$ cat src/rtl/pipe_pkg.sv
// Shared pipeline definitions used by the arbiter and the per-pipeline instruction queues.
package pipe_pkg;

  localparam int INSTR_W    = 32;
  localparam int FIFO_DEPTH = 8;
  localparam int FIFO_AF    = 6;

  typedef logic [INSTR_W-1:0] instr_t;

endpackage

$ cat src/rtl/instr_fifo_ptr.sv
// Wrap-bit pointer register: the MSB toggles each time the address bits roll over.
module instr_fifo_ptr #(
  parameter int W = 4
) (
  input  logic         clk,
  input  logic         reset,
  input  logic         clr,
  input  logic         inc,
  output logic [W-1:0] ptr
);

  logic [W-1:0] ptr_r;

  // Pointer state: clear wins over increment, and the natural overflow of W bits does the wrap.
  always_ff @(posedge clk) begin
    if (reset || clr) begin
      ptr_r <= {W{1'b0}};
    end else if (inc) begin
      ptr_r <= ptr_r + W'(1);
    end else begin
      ptr_r <= ptr_r;
    end
  end

  assign ptr = ptr_r;

endmodule

$ cat src/rtl/instr_fifo.sv
// First-word-fall-through instruction queue between the arbiter and one pipeline's decode stage.
module instr_fifo
  import pipe_pkg::*;
#(
  parameter int DEPTH    = FIFO_DEPTH,
  parameter int WIDTH    = INSTR_W,
  parameter int AF_LEVEL = FIFO_AF
) (
  input  logic                     clk,
  input  logic                     reset,
  input  logic                     flush,
  input  logic                     in_valid,
  input  logic [WIDTH-1:0]         in_instr,
  output logic                     in_ready,
  output logic                     out_valid,
  output logic [WIDTH-1:0]         out_instr,
  input  logic                     out_ready,
  output logic [$clog2(DEPTH):0]   count,
  output logic                     almost_full,
  output logic                     overflow
);

  localparam int AW = $clog2(DEPTH);
  localparam int PW = AW + 1;

  logic [WIDTH-1:0] mem_r [DEPTH];
  logic [PW-1:0]    wr_ptr_s;
  logic [PW-1:0]    rd_ptr_s;
  logic [PW-1:0]    count_s;
  logic             empty_s;
  logic             full_s;
  logic             push_s;
  logic             pop_s;
  logic             overflow_r;

  instr_fifo_ptr #(.W(PW)) u_wr_ptr (
    .clk   (clk),
    .reset (reset),
    .clr   (flush),
    .inc   (push_s),
    .ptr   (wr_ptr_s)
  );

  instr_fifo_ptr #(.W(PW)) u_rd_ptr (
    .clk   (clk),
    .reset (reset),
    .clr   (flush),
    .inc   (pop_s),
    .ptr   (rd_ptr_s)
  );

  // Status is a pure function of the registered pointers, so nothing on in_* reaches out_* in the same cycle.
  assign empty_s = (wr_ptr_s == rd_ptr_s);
  assign full_s  = (wr_ptr_s[AW-1:0] == rd_ptr_s[AW-1:0]) && (wr_ptr_s[AW] != rd_ptr_s[AW]);
  assign count_s = wr_ptr_s - rd_ptr_s;

  // No full-bypass: a pop in the same cycle does not free a slot for the push.
  assign push_s = in_valid && !full_s && !flush;
  assign pop_s  = !empty_s && out_ready && !flush;

  // Entry storage; contents survive pops and are simply overwritten later.
  always_ff @(posedge clk) begin
    if (push_s) begin
      mem_r[wr_ptr_s[AW-1:0]] <= in_instr;
    end
  end

  // Sticky record of any attempt to push into a full queue; only reset clears it.
  always_ff @(posedge clk) begin
    if (reset) begin
      overflow_r <= 1'b0;
    end else if (in_valid && full_s) begin
      overflow_r <= 1'b1;
    end else begin
      overflow_r <= overflow_r;
    end
  end

  // Head entry presented to decode, forced to zero while the queue is empty.
  always_comb begin
    out_instr = {WIDTH{1'b0}};
    if (!empty_s) begin
      out_instr = mem_r[rd_ptr_s[AW-1:0]];
    end else begin
      out_instr = {WIDTH{1'b0}};
    end
  end

  assign in_ready    = !full_s;
  assign out_valid   = !empty_s;
  assign count       = count_s;
  assign almost_full = (count_s >= PW'(AF_LEVEL));
  assign overflow    = overflow_r;

endmodule

$ cat config.mk
export PLATFORM = sky130hd
export DESIGN_NAME = instr_fifo
export DESIGN_NICKNAME = d
export VERILOG_FILES = /design/src/rtl/pipe_pkg.sv /design/src/rtl/instr_fifo_ptr.sv /design/src/rtl/instr_fifo.sv
export SDC_FILE = /design/constraint.sdc
export NUM_CORES = 1
export LEC_CHECK = 0
export BUFFER_PORTS_ARGS = -buffer_cell sky130_fd_sc_hd__buf_2
export CORE_ASPECT_RATIO = 0.5
export CORE_UTILIZATION = 60
export CTS_BUF_LIST = sky130_fd_sc_hd__clkbuf_16
export DETAILED_ROUTE_END_ITERATION = 12
export PLACE_DENSITY = 0.79
export SLEW_MARGIN = 30
export SYNTH_ARGS = -nofsm -noshare
export SYNTH_HDL_FRONTEND = slang
export SYNTH_SLANG_ARGS = --single-unit
$ cat constraint.sdc
create_clock -name clk -period 5.3 [get_ports clk]
set_input_delay 0.265 -clock clk [delete_from_list [all_inputs] [get_ports clk]]
set_output_delay 0.265 -clock clk [all_outputs]
set_load 0.02 [all_outputs]
==> impl_metrics.json, run 1 <==
{
  "path_cells": "ha_1 > and3_1 > a21oi_4 > buf_16 > a22o_1 > buf_2",
  "crit_required_ps": 5040,
  "fmax_mhz": 306,
  "cts-root-buf": "clkbuf_16",
  "cts_hold_buf": 0,
  "die_area_um2": 17900,
  "antenna_found_initial": 1,
  "place_hpwl_mm": 11.1,
  "grt.total_usage_pct": 22.3,
  "synth_nets": 511,
  "cts_tree": "yes",
  "first_global_vias": 4910,
  "synth-main-ff-cell": "edfxtp_1",
  "hp-class": "in -> reg",
  "cts.sinks": 268,
  "dp_cells": 763,
  "grt_max_degree": 34,
  "place_ws_ps": 2380,
  "ys_top_cells_by_count": "256 x edfxtp_1, 64 x mux4_2, 32 x a22o_1",
  "path_clk_slew_ps": 70,
  "ir_drop_mv": 0.227,
  "power_mw": 4.08,
  "drcViolationCount": 0,
  "finClkSkew_ps": 14.7,
  "synth-seq-area-share_pct": 76.3,
  "cts_buffers": 23,
  "insertion_delay_ps": 500,
  "synth_top_cell_area_share_pct": 74.0,
  "port_buffers": 76,
  "crit_path_top_delay_cell": "a21oi_4",
  "slew_viol_final": 0,
  "arrival_ps": 3010,
  "rsz0062_at_grt": "false",
  "globalplace.congestion": 0.813,
  "drt-total-wl_mm": 19.3,
  "synth_fa_ha_area_share_pct": 0.795,
  "io_pins": 77,
  "dr.pass1.iters": 4,
  "worst_slack_ps": 2030,
  "initial_utilization_pct": 62.4,
  "vias": 4886,
  "worstSetupStartpoint": "u_wr_ptr.ptr[2]",
  "grt.overflow.total": 0,
  "hold_start": "reset",
  "routed_via_density": 6.12,
  "grt_pass1_wl_mm": 28.7,
  "worstMarginPinSlew_ps": 865,
  "core_region_area_um2": 16600,
  "cts_setup_buffers": 0,
  "synth.avg_cell_area_um2": 22.2,
  "cp.buffers_inverters": 2,
  "ant_nets": 0,
  "synth-seq-cells": 268,
  "crit_path_end_kind": "primary output",
  "yosys-top-cells-area": "edfxtp_1 74%, mux4_2 14%, a22o_1 2.7%",
  "fin_crit_ps": 3270,
  "ys_warn_count": 0,
  "row_count": 33,
  "syn2layout_area_growth_pct": 13.1,
  "layout.nets": 604,
  "synth-compound-area-share_pct": 3.78,
  "cap_violations": 0,
  "synth_top_family_by_area": "multiplexers",
  "maxSlewHeadroom_pct": 42.3,
  "fin_cells": 799,
  "synth_edf_count": 256,
  "yosysMostFrequentCell": "edfxtp_1",
  "fp.dieW_um": 188,
  "start_kind": "flop",
  "crit_family": "compound AO/OA/AOI/OAI gates",
  "h-tree-depth": 1,
  "synth_cell_types": 35,
  "regToRegStartpoint": "u_wr_ptr.ptr[2]",
  "status": "completed",
  "worstSetupPathType": "reg -> out",
  "drtIter0Drc": 387,
  "wl_per_cell_um": 24.2,
  "die_h_um": 95.0,
  "tns_ps": 0,
  "p_leak_nw": 3.86,
  "finalSetupViolations": 0,
  "drive_above_1_share_pct": 34.8,
  "syn_inst": 468,
  "ys_async_sr_fraction_pct": 0,
  "clockBufferDepth": 3,
  "p_per_area_nw_per_um2": 347,
  "post_synth_and_or_nand_nor_area_fraction_pct": 1.89,
  "synth_mux_area_share_pct": 14.7,
  "crit_fanout": 17,
  "critical_path.max_stage_delay_ps": 640,
  "synth-xor-area-share_pct": 0.434,
  "yosys.area.top_type": "edfxtp_1",
  "finalHoldViolCount": 0,
  "post_cts_resized": 0,
  "antennaDiodeCount": 0,
  "period_share_pct": 61.7,
  "netlist_area_um2": 10400
}
==> report_power, final <==
| part | switching (mW) | internal, mW |
|---|---|---|
| Combinational | 0.0989 | 0.0626 |
| Sequential | 0.00803 | 2.33 |
| Clock | 0.692 | 0.880 |
| Total | 0.799 | 3.28 |
==> sequential cells by signal, summed over array words and instances (netlist names), named ones only <==
name and count:
overflow 1, u_rd_ptr.ptr 4, u_wr_ptr.ptr 4, mem_r 256
==> per-stage QoR <==
stage	hold WS, ps	utilization (%)	area (µm²)
final	18.9	70.6	11700
after global routing	11.8	70.6	11700
after CTS	5.55	70.6	11700
after detailed placement	491	66.5	11100
after global placement	465	66.3	11000
after floorplan	337	-	10400
==> cell families after synthesis <==
logic type / Yosys count
mux: 73
fa+ha+maj: 6
xor+xnor: 3
flops: 268
buf+inv: 31
simple gates: 42
compound gates: 45
==> layout by cell type, fill, tap and decap left out, types with 3 or more instances in the layout <==
master       n
clkinv_1     3
clkbuf_16   23
nor2_4       3
buf_4       15
mux2i_1      9
buf_2       76
or3_1        4
edfxtp_1   256
mux4_2      64
nor4_2       3
dfxtp_1     10
nor2_1       4
ha_1         5
a22o_1      32
a21oi_1      6
inv_1       12
nand2_1     20
==> layout make-up <==
cell class	count	area (µm²)
sequential	268	7930
clock inverter	13	109
clock buffer	23	576
timing repair buffer	92	520
multi-input combinational	169	2300
tap	227	284
inverter	7	26.3
fill	1003	4890
==> metal layers <==
layer / share of wire (%) / GRT usage (%)
met1: 45 / 32.2
met2: 48 / 36.0
met3: 4.9 / 3.94
met4: 1.9 / 6.03
met5: 0.052 / 0
==> path summary, 6_finish.rpt <==
check	endpoint	slack [ps]	cells after the start
worst min-delay path	overflow	20	2
worst max register to register	mem_r[5][4]	2410	5
worst min register to register	flop	490	2
worst max-delay path	out_instr[11]	2030	6
No activity file was read; power rests on OpenSTA's default activity.
==> inputs of run 2 (changes only) <==
- CORE_UTILIZATION: 60 -> 54
- PLACE_DENSITY: 0.79 -> 0.75
- clock period: 5.3 -> 2.7 ns (I/O delays scaled with it)
==> run 2 against run 1 <==
Net effect:
- count of clock-buffer cells in the layout did not move
- highest routed layer is now met4
- global-route usage fell by 0.97 points
- clock skew fell by 6.3 ps
- final area rose by 5.5%
==> impl_metrics.json, run 2 (same netlist as run 1, synthesis figures left out) <==
{
  "nFillCells": 1194,
  "power_frac_comb_pct": 4.5,
  "first_global_vias": 5368,
  "grt.total_usage_pct": 21.3,
  "p_sw_mw": 1.63,
  "p_per_area_nw_per_um2": 655,
  "clkPwrFrac_pct": 38.8,
  "cts_buffers": 23,
  "cap_violations": 0,
  "vias": 5062,
  "fin_cells": 875,
  "p_leak_nw": 4.07,
  "die_area_um2": 19800,
  "cts_setup_buffers": 0,
  "layout.nets": 642,
  "antenna_found_initial": 1,
  "crit_required_ps": 2570,
  "drcViolationCount": 0,
  "die_h_um": 100,
  "arrival_ps": 2430,
  "drtIter0Drc": 436,
  "wl_per_cell_um": 22.9,
  "insertion_delay_ps": 510,
  "cp.buffers_inverters": 3,
  "place_hpwl_mm": 11.1,
  "place_ws_ps": 227,
  "finClkSkew_ps": 8.39,
  "critical_path.max_stage_delay_ps": 420,
  "core_region_area_um2": 18600,
  "rsz0062_at_grt": "false",
  "largest_reg_flops": 256,
  "period_share_pct": 95.1,
  "crit_family": "buffers and inverters",
  "globalplace.congestion": 0.788,
  "crit_path_end_kind": "primary output",
  "drt-total-wl_mm": 20.0,
  "ir_drop_mv": 0.455,
  "fp.dieW_um": 198,
  "switching_share_pct": 20.1,
  "routed_via_density": 5.79,
  "cts.sinks": 268,
  "syn2layout_area_growth_pct": 19.3,
  "grt_pass1_wl_mm": 30.8,
  "p_seq_share_pct": 56.7,
  "clockBufferDepth": 3,
  "power_mw": 8.11,
  "tns_ps": 0,
  "io_pins": 77,
  "finalSetupViolations": 0,
  "hp-class": "in -> reg",
  "mostFrequentLayoutCell": "edfxtp_1",
  "multi_input_area_um2": 2340,
  "h-tree-depth": 1,
  "start_kind": "flop",
  "final_cell_mix": "256 x edfxtp_1, 76 x buf_2, 64 x mux4_2, 34 x dlygate4sd3_1, 32 x a22o_1",
  "row_count": 35,
  "cts_tree": "yes",
  "path_cells": "inv_1 > ha_1 > and3_1 > a21boi_4 > buf_12 > a22o_1 > buf_2",
  "grt_max_degree": 33,
  "dp_cells": 799,
  "seqCellArea_um2": 7940,
  "worstMarginPinSlew_ps": 864,
  "worstSetupPathType": "reg -> out",
  "fmax_mhz": 389,
  "port_buffers": 76,
  "slew_viol_final": 0,
  "maxSlewHeadroom_pct": 42.4,
  "dr.pass1.iters": 4,
  "initial_utilization_pct": 55.8,
  "drive_above_1_share_pct": 34.0,
  "status": "completed",
  "worst_slack_ps": 132,
  "cts-root-buf": "clkbuf_16",
  "finalHoldViolCount": 0,
  "fin_crit_ps": 2570,
  "ant_nets": 0,
  "crit_path_top_delay_cell": "dfxtp_2",
  "grt.overflow.total": 0,
  "intPower_mw": 6.49,
  "crit_fanout": 32,
  "path_clk_slew_ps": 70
}
==> run 2: worst paths after layout <==
| check | start | endpoint | slack (ps) | depth (start not counted) |
|---|---|---|---|---|
| worst max-delay path | u_wr_ptr.ptr[0] | out_instr[30] | 130 | 7 |
| worst min-delay path | out_ready | u_rd_ptr.ptr[3] | 30 | 4 |
| worst max register to register | u_wr_ptr.ptr[0] | mem_r[5][7] | 330 | 6 |
| worst min register to register | u_rd_ptr.ptr[2] | u_rd_ptr.ptr[2] | 520 | 2 |
==> run 2: worst min-delay path: cells and delay by family <==
family	cells	cell delay, ps
compound gates	1	50
simple gates	1	80
mux	1	110
buf+inv	1	120
==> run 2: power by group through the flow <==
stage / combinational, mW / clock (mW) / sequential [mW]
floorplan: 0.188 / 0 / 4.68
global placement: 0.322 / 0 / 4.69
detailed placement: 0.327 / 0 / 4.69
CTS: 0.369 / 3.21 / 4.60
global route: 0.395 / 3.34 / 4.60
finish: 0.369 / 3.15 / 4.60
==> run 2: final cells by class <==
class	instances	share of cell area, %
Clock inverter	18	1.10
Antenna cell	1	0.0202
Clock buffer	23	4.65
Multi-Input combinational cell	169	18.9
Inverter	7	0.212
Timing Repair Buffer	130	8.44
Sequential cell	268	64.1
Tap cell	259	2.62
==> run 2: metal layers <==
layer	vias to the layer above	share of wire [%]	GRT usage, %
met5	-	0	0
met2	172	49	35.6
met1	2617	43	29.7
met4	0	2.0	5.19
li1	2239	-	-
met3	34	5.7	3.76
==> run 2: through the flow <==
step / utilization (%) / area (µm²) / hold slack, ps
after floorplan: - / 10400 / 207
after global placement: 60.7 / 11300 / 380
after detailed placement: 60.7 / 11300 / 385
after CTS: 66.5 / 12400 / 19.1
after global routing: 66.6 / 12400 / 61.2
final: 66.6 / 12400 / 30.6
==> run 2: repair_timing <==
| item | CTS | global route |
|---|---|---|
| pin swaps | 0 | 0 |
| endpoints found under the setup margin | 32 | 32 |
| hold endpoints to repair | 262 | 0 |
| cloned | 0 | 0 |
| gates resized for setup | 5 | 4 |
| hold buffers | 34 | 0 |
